==> src/rtl/miriscv_mult_seq.sv <==
// ---------------------------------------------------------------------------
// miriscv_mult_seq
//
// Multi-cycle shift-add multiplier that answers the MDU multiply handshake.
// The MDU raises req_i and holds it, stalling the pipeline, until rdy_o
// pulses. The MDU takes result_o in that same cycle. Operand signedness is
// selected per operand, so MUL, MULH, MULHSU and MULHU all use this block.
//
// Operation: both operands are reduced to unsigned magnitudes and the sign of
// the product is remembered. Each CALC cycle retires BITS_PER_CYCLE bits of
// the multiplier. The accumulated magnitude is negated on completion when
// the product sign is negative.
//
// Ports:
//   clk_i       : clock
//   arstn_i     : asynchronous reset, active low
//   req_i       : multiply request, held high until rdy_o
//   a_i, b_i    : operands (XLEN bits)
//   a_signed_i  : a_i is two's complement
//   b_signed_i  : b_i is two's complement
//   kill_i      : abort the operation in flight
//   result_o    : full 2*XLEN-bit product, registered
//   rdy_o       : one-cycle pulse, result_o valid
//   busy_o      : high while an operation is in CALC or DONE
// ---------------------------------------------------------------------------
module miriscv_mult_seq #(
  parameter int XLEN           = 32,
  parameter int BITS_PER_CYCLE = 4
) (
  input  logic              clk_i,
  input  logic              arstn_i,
  input  logic              req_i,
  input  logic [XLEN-1:0]   a_i,
  input  logic [XLEN-1:0]   b_i,
  input  logic              a_signed_i,
  input  logic              b_signed_i,
  input  logic              kill_i,
  output logic [2*XLEN-1:0] result_o,
  output logic              rdy_o,
  output logic              busy_o
);

  localparam int N      = XLEN / BITS_PER_CYCLE;
  localparam int CNT_W  = (N > 1) ? $clog2(N) : 1;
  localparam int PW     = XLEN + BITS_PER_CYCLE;  // width of one partial product
  localparam int PROD_W = 2 * XLEN;
  localparam int SHW    = $clog2(PROD_W);

  localparam logic [CNT_W-1:0] CNT_LAST = CNT_W'(N - 1);

  // Elaboration-time guard on the step size.
  if ((XLEN % BITS_PER_CYCLE) != 0 ||
      !(BITS_PER_CYCLE == 1 || BITS_PER_CYCLE == 2 ||
        BITS_PER_CYCLE == 4 || BITS_PER_CYCLE == 8)) begin : g_bad_param
    $error("miriscv_mult_seq: BITS_PER_CYCLE must be 1, 2, 4 or 8 and divide XLEN");
  end

  typedef enum logic [1:0] {
    ST_IDLE,
    ST_CALC,
    ST_DONE
  } state_t;

  state_t              state_reg;
  logic [XLEN-1:0]     a_mag_reg;
  logic [XLEN-1:0]     b_mag_reg;
  logic                neg_reg;
  logic [PROD_W-1:0]   acc_reg;
  logic [CNT_W-1:0]    cnt_reg;
  logic [PROD_W-1:0]   result_reg;

  // -------------------------------------------------------------------------
  // Operand conditioning at request time
  // -------------------------------------------------------------------------
  logic            a_neg_in;
  logic            b_neg_in;
  logic            neg_in;
  logic [XLEN-1:0] a_mag_in;
  logic [XLEN-1:0] b_mag_in;
  logic            zero_in;

  assign a_neg_in = a_signed_i & a_i[XLEN-1];
  assign b_neg_in = b_signed_i & b_i[XLEN-1];
  assign neg_in   = a_neg_in ^ b_neg_in;

  // The magnitude of the most negative value is 2^(XLEN-1). That value still
  // fits as an unsigned XLEN-bit number, so no overflow case needs handling.
  assign a_mag_in = a_neg_in ? ('0 - a_i) : a_i;
  assign b_mag_in = b_neg_in ? ('0 - b_i) : b_i;
  assign zero_in  = (a_i == '0) || (b_i == '0);

  // -------------------------------------------------------------------------
  // One step's partial product: a_mag * b_mag[BITS_PER_CYCLE-1:0]
  // -------------------------------------------------------------------------
  logic [PW-1:0] pp_term [BITS_PER_CYCLE];
  logic [PW-1:0] partial;

  for (genvar gi = 0; gi < BITS_PER_CYCLE; gi++) begin : g_pp
    assign pp_term[gi] = b_mag_reg[gi] ? (PW'(a_mag_reg) << gi) : '0;
  end

  always_comb begin
    partial = '0;
    for (int i = 0; i < BITS_PER_CYCLE; i++) begin
      partial = partial + pp_term[i];
    end
  end

  // The step weight is cnt*BITS_PER_CYCLE. Its largest value,
  // (N-1)*BITS_PER_CYCLE, is always below 2*XLEN.
  logic [SHW-1:0]    shamt;
  logic [PROD_W-1:0] partial_shifted;
  logic [PROD_W-1:0] acc_sum;
  logic [PROD_W-1:0] acc_neg;

  assign shamt           = SHW'(cnt_reg) * SHW'(BITS_PER_CYCLE);
  assign partial_shifted = PROD_W'(partial) << shamt;
  assign acc_sum         = acc_reg + partial_shifted;
  assign acc_neg         = '0 - acc_sum;

  // -------------------------------------------------------------------------
  // Control and datapath state
  // -------------------------------------------------------------------------
  always_ff @(posedge clk_i or negedge arstn_i) begin
    if (!arstn_i) begin
      state_reg  <= ST_IDLE;
      a_mag_reg  <= '0;
      b_mag_reg  <= '0;
      neg_reg    <= 1'b0;
      acc_reg    <= '0;
      cnt_reg    <= '0;
      result_reg <= '0;
    end else begin
      case (state_reg)
        ST_IDLE: begin
          // kill_i takes priority over a new request.
          if (req_i && !kill_i) begin
            if (zero_in) begin
              // A zero operand gives a known product, so skip the iteration.
              result_reg <= '0;
              state_reg  <= ST_DONE;
            end else begin
              a_mag_reg <= a_mag_in;
              b_mag_reg <= b_mag_in;
              neg_reg   <= neg_in;
              acc_reg   <= '0;
              cnt_reg   <= '0;
              state_reg <= ST_CALC;
            end
          end
        end

        ST_CALC: begin
          // Dropping req_i mid-operation is treated exactly like a kill.
          // result_o is left untouched in both cases.
          if (kill_i || !req_i) begin
            state_reg <= ST_IDLE;
          end else begin
            acc_reg   <= acc_sum;
            b_mag_reg <= b_mag_reg >> BITS_PER_CYCLE;
            cnt_reg   <= cnt_reg + CNT_W'(1);
            if (cnt_reg == CNT_LAST) begin
              result_reg <= neg_reg ? acc_neg : acc_sum;
              state_reg  <= ST_DONE;
            end
          end
        end

        // The result is already committed here. rdy_o pulses even if
        // kill_i arrives in this cycle.
        ST_DONE: state_reg <= ST_IDLE;

        default: state_reg <= ST_IDLE;
      endcase
    end
  end

  assign result_o = result_reg;
  assign rdy_o    = (state_reg == ST_DONE);
  assign busy_o   = (state_reg != ST_IDLE);

endmodule

==> config.mk <==
export PLATFORM = sky130hd
export DESIGN_NAME = miriscv_mult_seq
export DESIGN_NICKNAME = d
export VERILOG_FILES = /design/src/rtl/miriscv_mult_seq.sv
export SDC_FILE = /design/constraint.sdc
export NUM_CORES = 1
export LEC_CHECK = 0
export ABC_AREA = 1
export CAP_MARGIN = 20
export CORE_MARGIN = 1.5
export CORE_UTILIZATION = 58
export DETAILED_ROUTE_END_ITERATION = 8
export PLACE_DENSITY = 0.81
export SLEW_MARGIN = 20
export SYNTH_ARGS = -nofsm -noshare
export SYNTH_HDL_FRONTEND = slang
export SYNTH_SLANG_ARGS = --single-unit
==> constraint.sdc <==
create_clock -name clk_i -period 7.5 [get_ports clk_i]
set_clock_uncertainty 0.15 [all_clocks]
set_input_delay 1.5 -clock clk_i [delete_from_list [all_inputs] [get_ports clk_i]]
set_output_delay 1.5 -clock clk_i [all_outputs]
set_load 0.005 [all_outputs]
==> run summary <==
status - finished clean
final period utilization - 0.9483
worst slew pin tran - 1067 ps
most area-consuming cells after synthesis - nand2_1 23%, dfrtp_1 21%, inv_1 11%
Post-synth EDFFs - 0
fmax - 140.6 MHz
Arr. time, crit path - 7370 ps
post-synthesis net count - 4186
Setup crit end kind - register
CP Max Fanout - 30
sequential-to-total area share from yosys stat - 0.2135
post-synth cell types - 57
Die X - 203.0 um
Port Buffers - 135
Top cell by count, worst path - nand2_1
GRT Util Overall - 0.3750
Overflow after GRT - 0
wirelength, routed - 75710 um
worst setup margin - 388.0 ps
vias in the first global route - 23.09k
RSZ-0062 raised after global routing - true
synthesized cell area - 23210 um2
WP data required - 7750 ps
startpoint types - register
Max-cap violations - 0
nets - 4292
first-pass GRT wire length - 120700 um
CTS buffer count - 17
Cells after Synth - 3948
post-route antenna net violation count - 0
flops & latches, synth - 198
Syn Area/Cell - 5.879 um2
CTS Hold Bufs - 0
post-synth top area share - 0.2295
final setup fails - 0
YS warnings - 0
# H-tree levels - 4
Hold Vio Cnt, Final - 0
Slew headroom - 0.2890
drt first pass iters - 7
most frequent cells after synthesis - 1419 x nand2_1, 665 x inv_1, 335 x nor2_1
HPWL after DPL - 61490 um
DR WL/cell - 16.49 um
most common cell in the netlist - nand2_1
Pleak - 14.50 nW
layout cells sized above 1 - 0.06958
Starting DRT DRC Count - 2549
DR vias/cell - 5.430
P per Cell Area - 384.0 nW/um2
asr flop ratio synth - 1.000
Setup WS pre-CTS - 225.4 ps
row count - 73
Clock Tree Root - clkbuf_16
clk sinks - 198
initial antenna violation count - 0
Setup TNS Final - 0 ps
Top FF cell, synth - dfrtp_1
Tightest Hold Check Type - reg -> reg
GP Congestion - 1.056
Critical-path top delay cell - fa_1
clock buffer depth - 2
largest area contributor in the netlist - nand2_1
n_diodes - 0
Slew Limit Fails - 0
Crit path largest cell delay - 530 ps
maximum vdd drop - 0.4177 mV
Area Overhead vs Synth - 12.51%
Starting Density - 0.5855
DRC errors left - 0
die area - 41230 um2
WS Path Type - reg -> reg
Core Area - 39640 um2
CTS tree - yes
Skew-Pair Late Insertion Delay - 520 ps
io pins - 136
Worst-path clk slew - 70 ps
vias post-DR - 24.94k
largest net degree at the start of global routing - 126
post-layout min period - 7112 ps
Die Y - 203.0 um
per-stage QoR:
stage	hold WS (ps)	total power, mW	utilization	instance area, um2	cells
floorplan	297.9	6.528	-	23210	3948
global placement	312.6	8.576	0.6370	25250	4553
detailed placement	314.3	8.659	0.6370	25250	4553
CTS	333.5	9.679	0.6521	25850	4585
global route	352.9	10.87	0.6588	26120	4592
finish	327.8	10.03	0.6588	26120	4592
worst paths after layout:
kind / startpoint / end / slack, ps / cells past startpoint
max: b_mag_reg[3]$_DFFE_PN0P_ / result_o[44]$_DFFE_PN0P_ / 390 / 38
min: result_o[58]$_DFFE_PN0P_ / result_o[58]$_DFFE_PN0P_ / 330 / 2
max reg2reg: b_mag_reg[3]$_DFFE_PN0P_ / result_o[44]$_DFFE_PN0P_ / 390 / 38
min reg2reg: result_o[58]$_DFFE_PN0P_ / result_o[58]$_DFFE_PN0P_ / 330 / 2
max in group asynchronous: arstn_i / neg_reg$_DFFE_PN0P_ / 5170 / 2
min in group asynchronous: arstn_i / a_mag_reg[31]$_DFFE_PN0P_ / 820 / 1
metal layers:
layer	vias to the layer above	part of all wire	track usage
met3	136	0.080	0.06196
met5	-	0	0
met4	0	0.039	0.1513
met1	11340	0.44	0.5147
met2	1006	0.44	0.5879
li1	12450	-	-
what timing repair did:
action / in CTS / in global routing
buffers inserted: 0 / 7
resized for setup: 0 / 80
setup endpoints to repair: 0 / 42
critical path, delay by kind of cell, from the launching register on:
family                   cells  cell delay [ps]
adder cells (fa/ha/maj)      4             1820
AO/OA/AOI/OAI                8             1330
flip-flops                   1              430
XOR/XNOR                     1              210
AND/OR/NAND/NOR             20             2580
buffers and inverters        5              480
power breakdown:
group          total (mW)  switching (mW)  internal (mW)
Clock               0.983           0.481          0.501
Sequential           1.41           0.162           1.24
Combinational        7.64            5.34           2.30
Total                10.0            5.99           4.04
kinds of logic after synthesis:
group / after synthesis / synth area share
adders and majority gates: 168 / 0.1106
buffers and inverters: 804 / 0.1310
muxes: 7 / 0.003019
AOI/OAI and AO/OA: 487 / 0.1150
xor gates and xnor gates: 77 / 0.02905
DFF: 198 / 0.2135
and+or+nand+nor: 2207 / 0.3978
layout make-up:
| type | instances | area (um2) |
|---|---|---|
| Multi-Input combinational cell | 2946 | 15450 |
| Sequential cell | 198 | 4956 |
| Clock inverter | 13 | 165.2 |
| Inverter | 701 | 2633 |
| Tap cell | 525 | 656.9 |
| Clock buffer | 19 | 432.9 |
| Timing Repair Buffer | 190 | 1818 |
| Fill cell | 3843 | 13530 |
placed cells by master, fill, tap and decap left out, drive strengths merged, types with 48 or more instances in the layout:
cell type | netlist | routed
a21oi | 122 | 122
buf | 29 | 55
clkdlybuf4s50 | 0 | 134
dfrtp | 198 | 198
fa | 62 | 62
ha | 106 | 106
inv | 691 | 696
nand2 | 1453 | 1453
nand3 | 268 | 268
nor2 | 371 | 371
nor3 | 48 | 48
o21ai | 285 | 285
xor2 | 61 | 61
(Power assumes the default switching activity.)
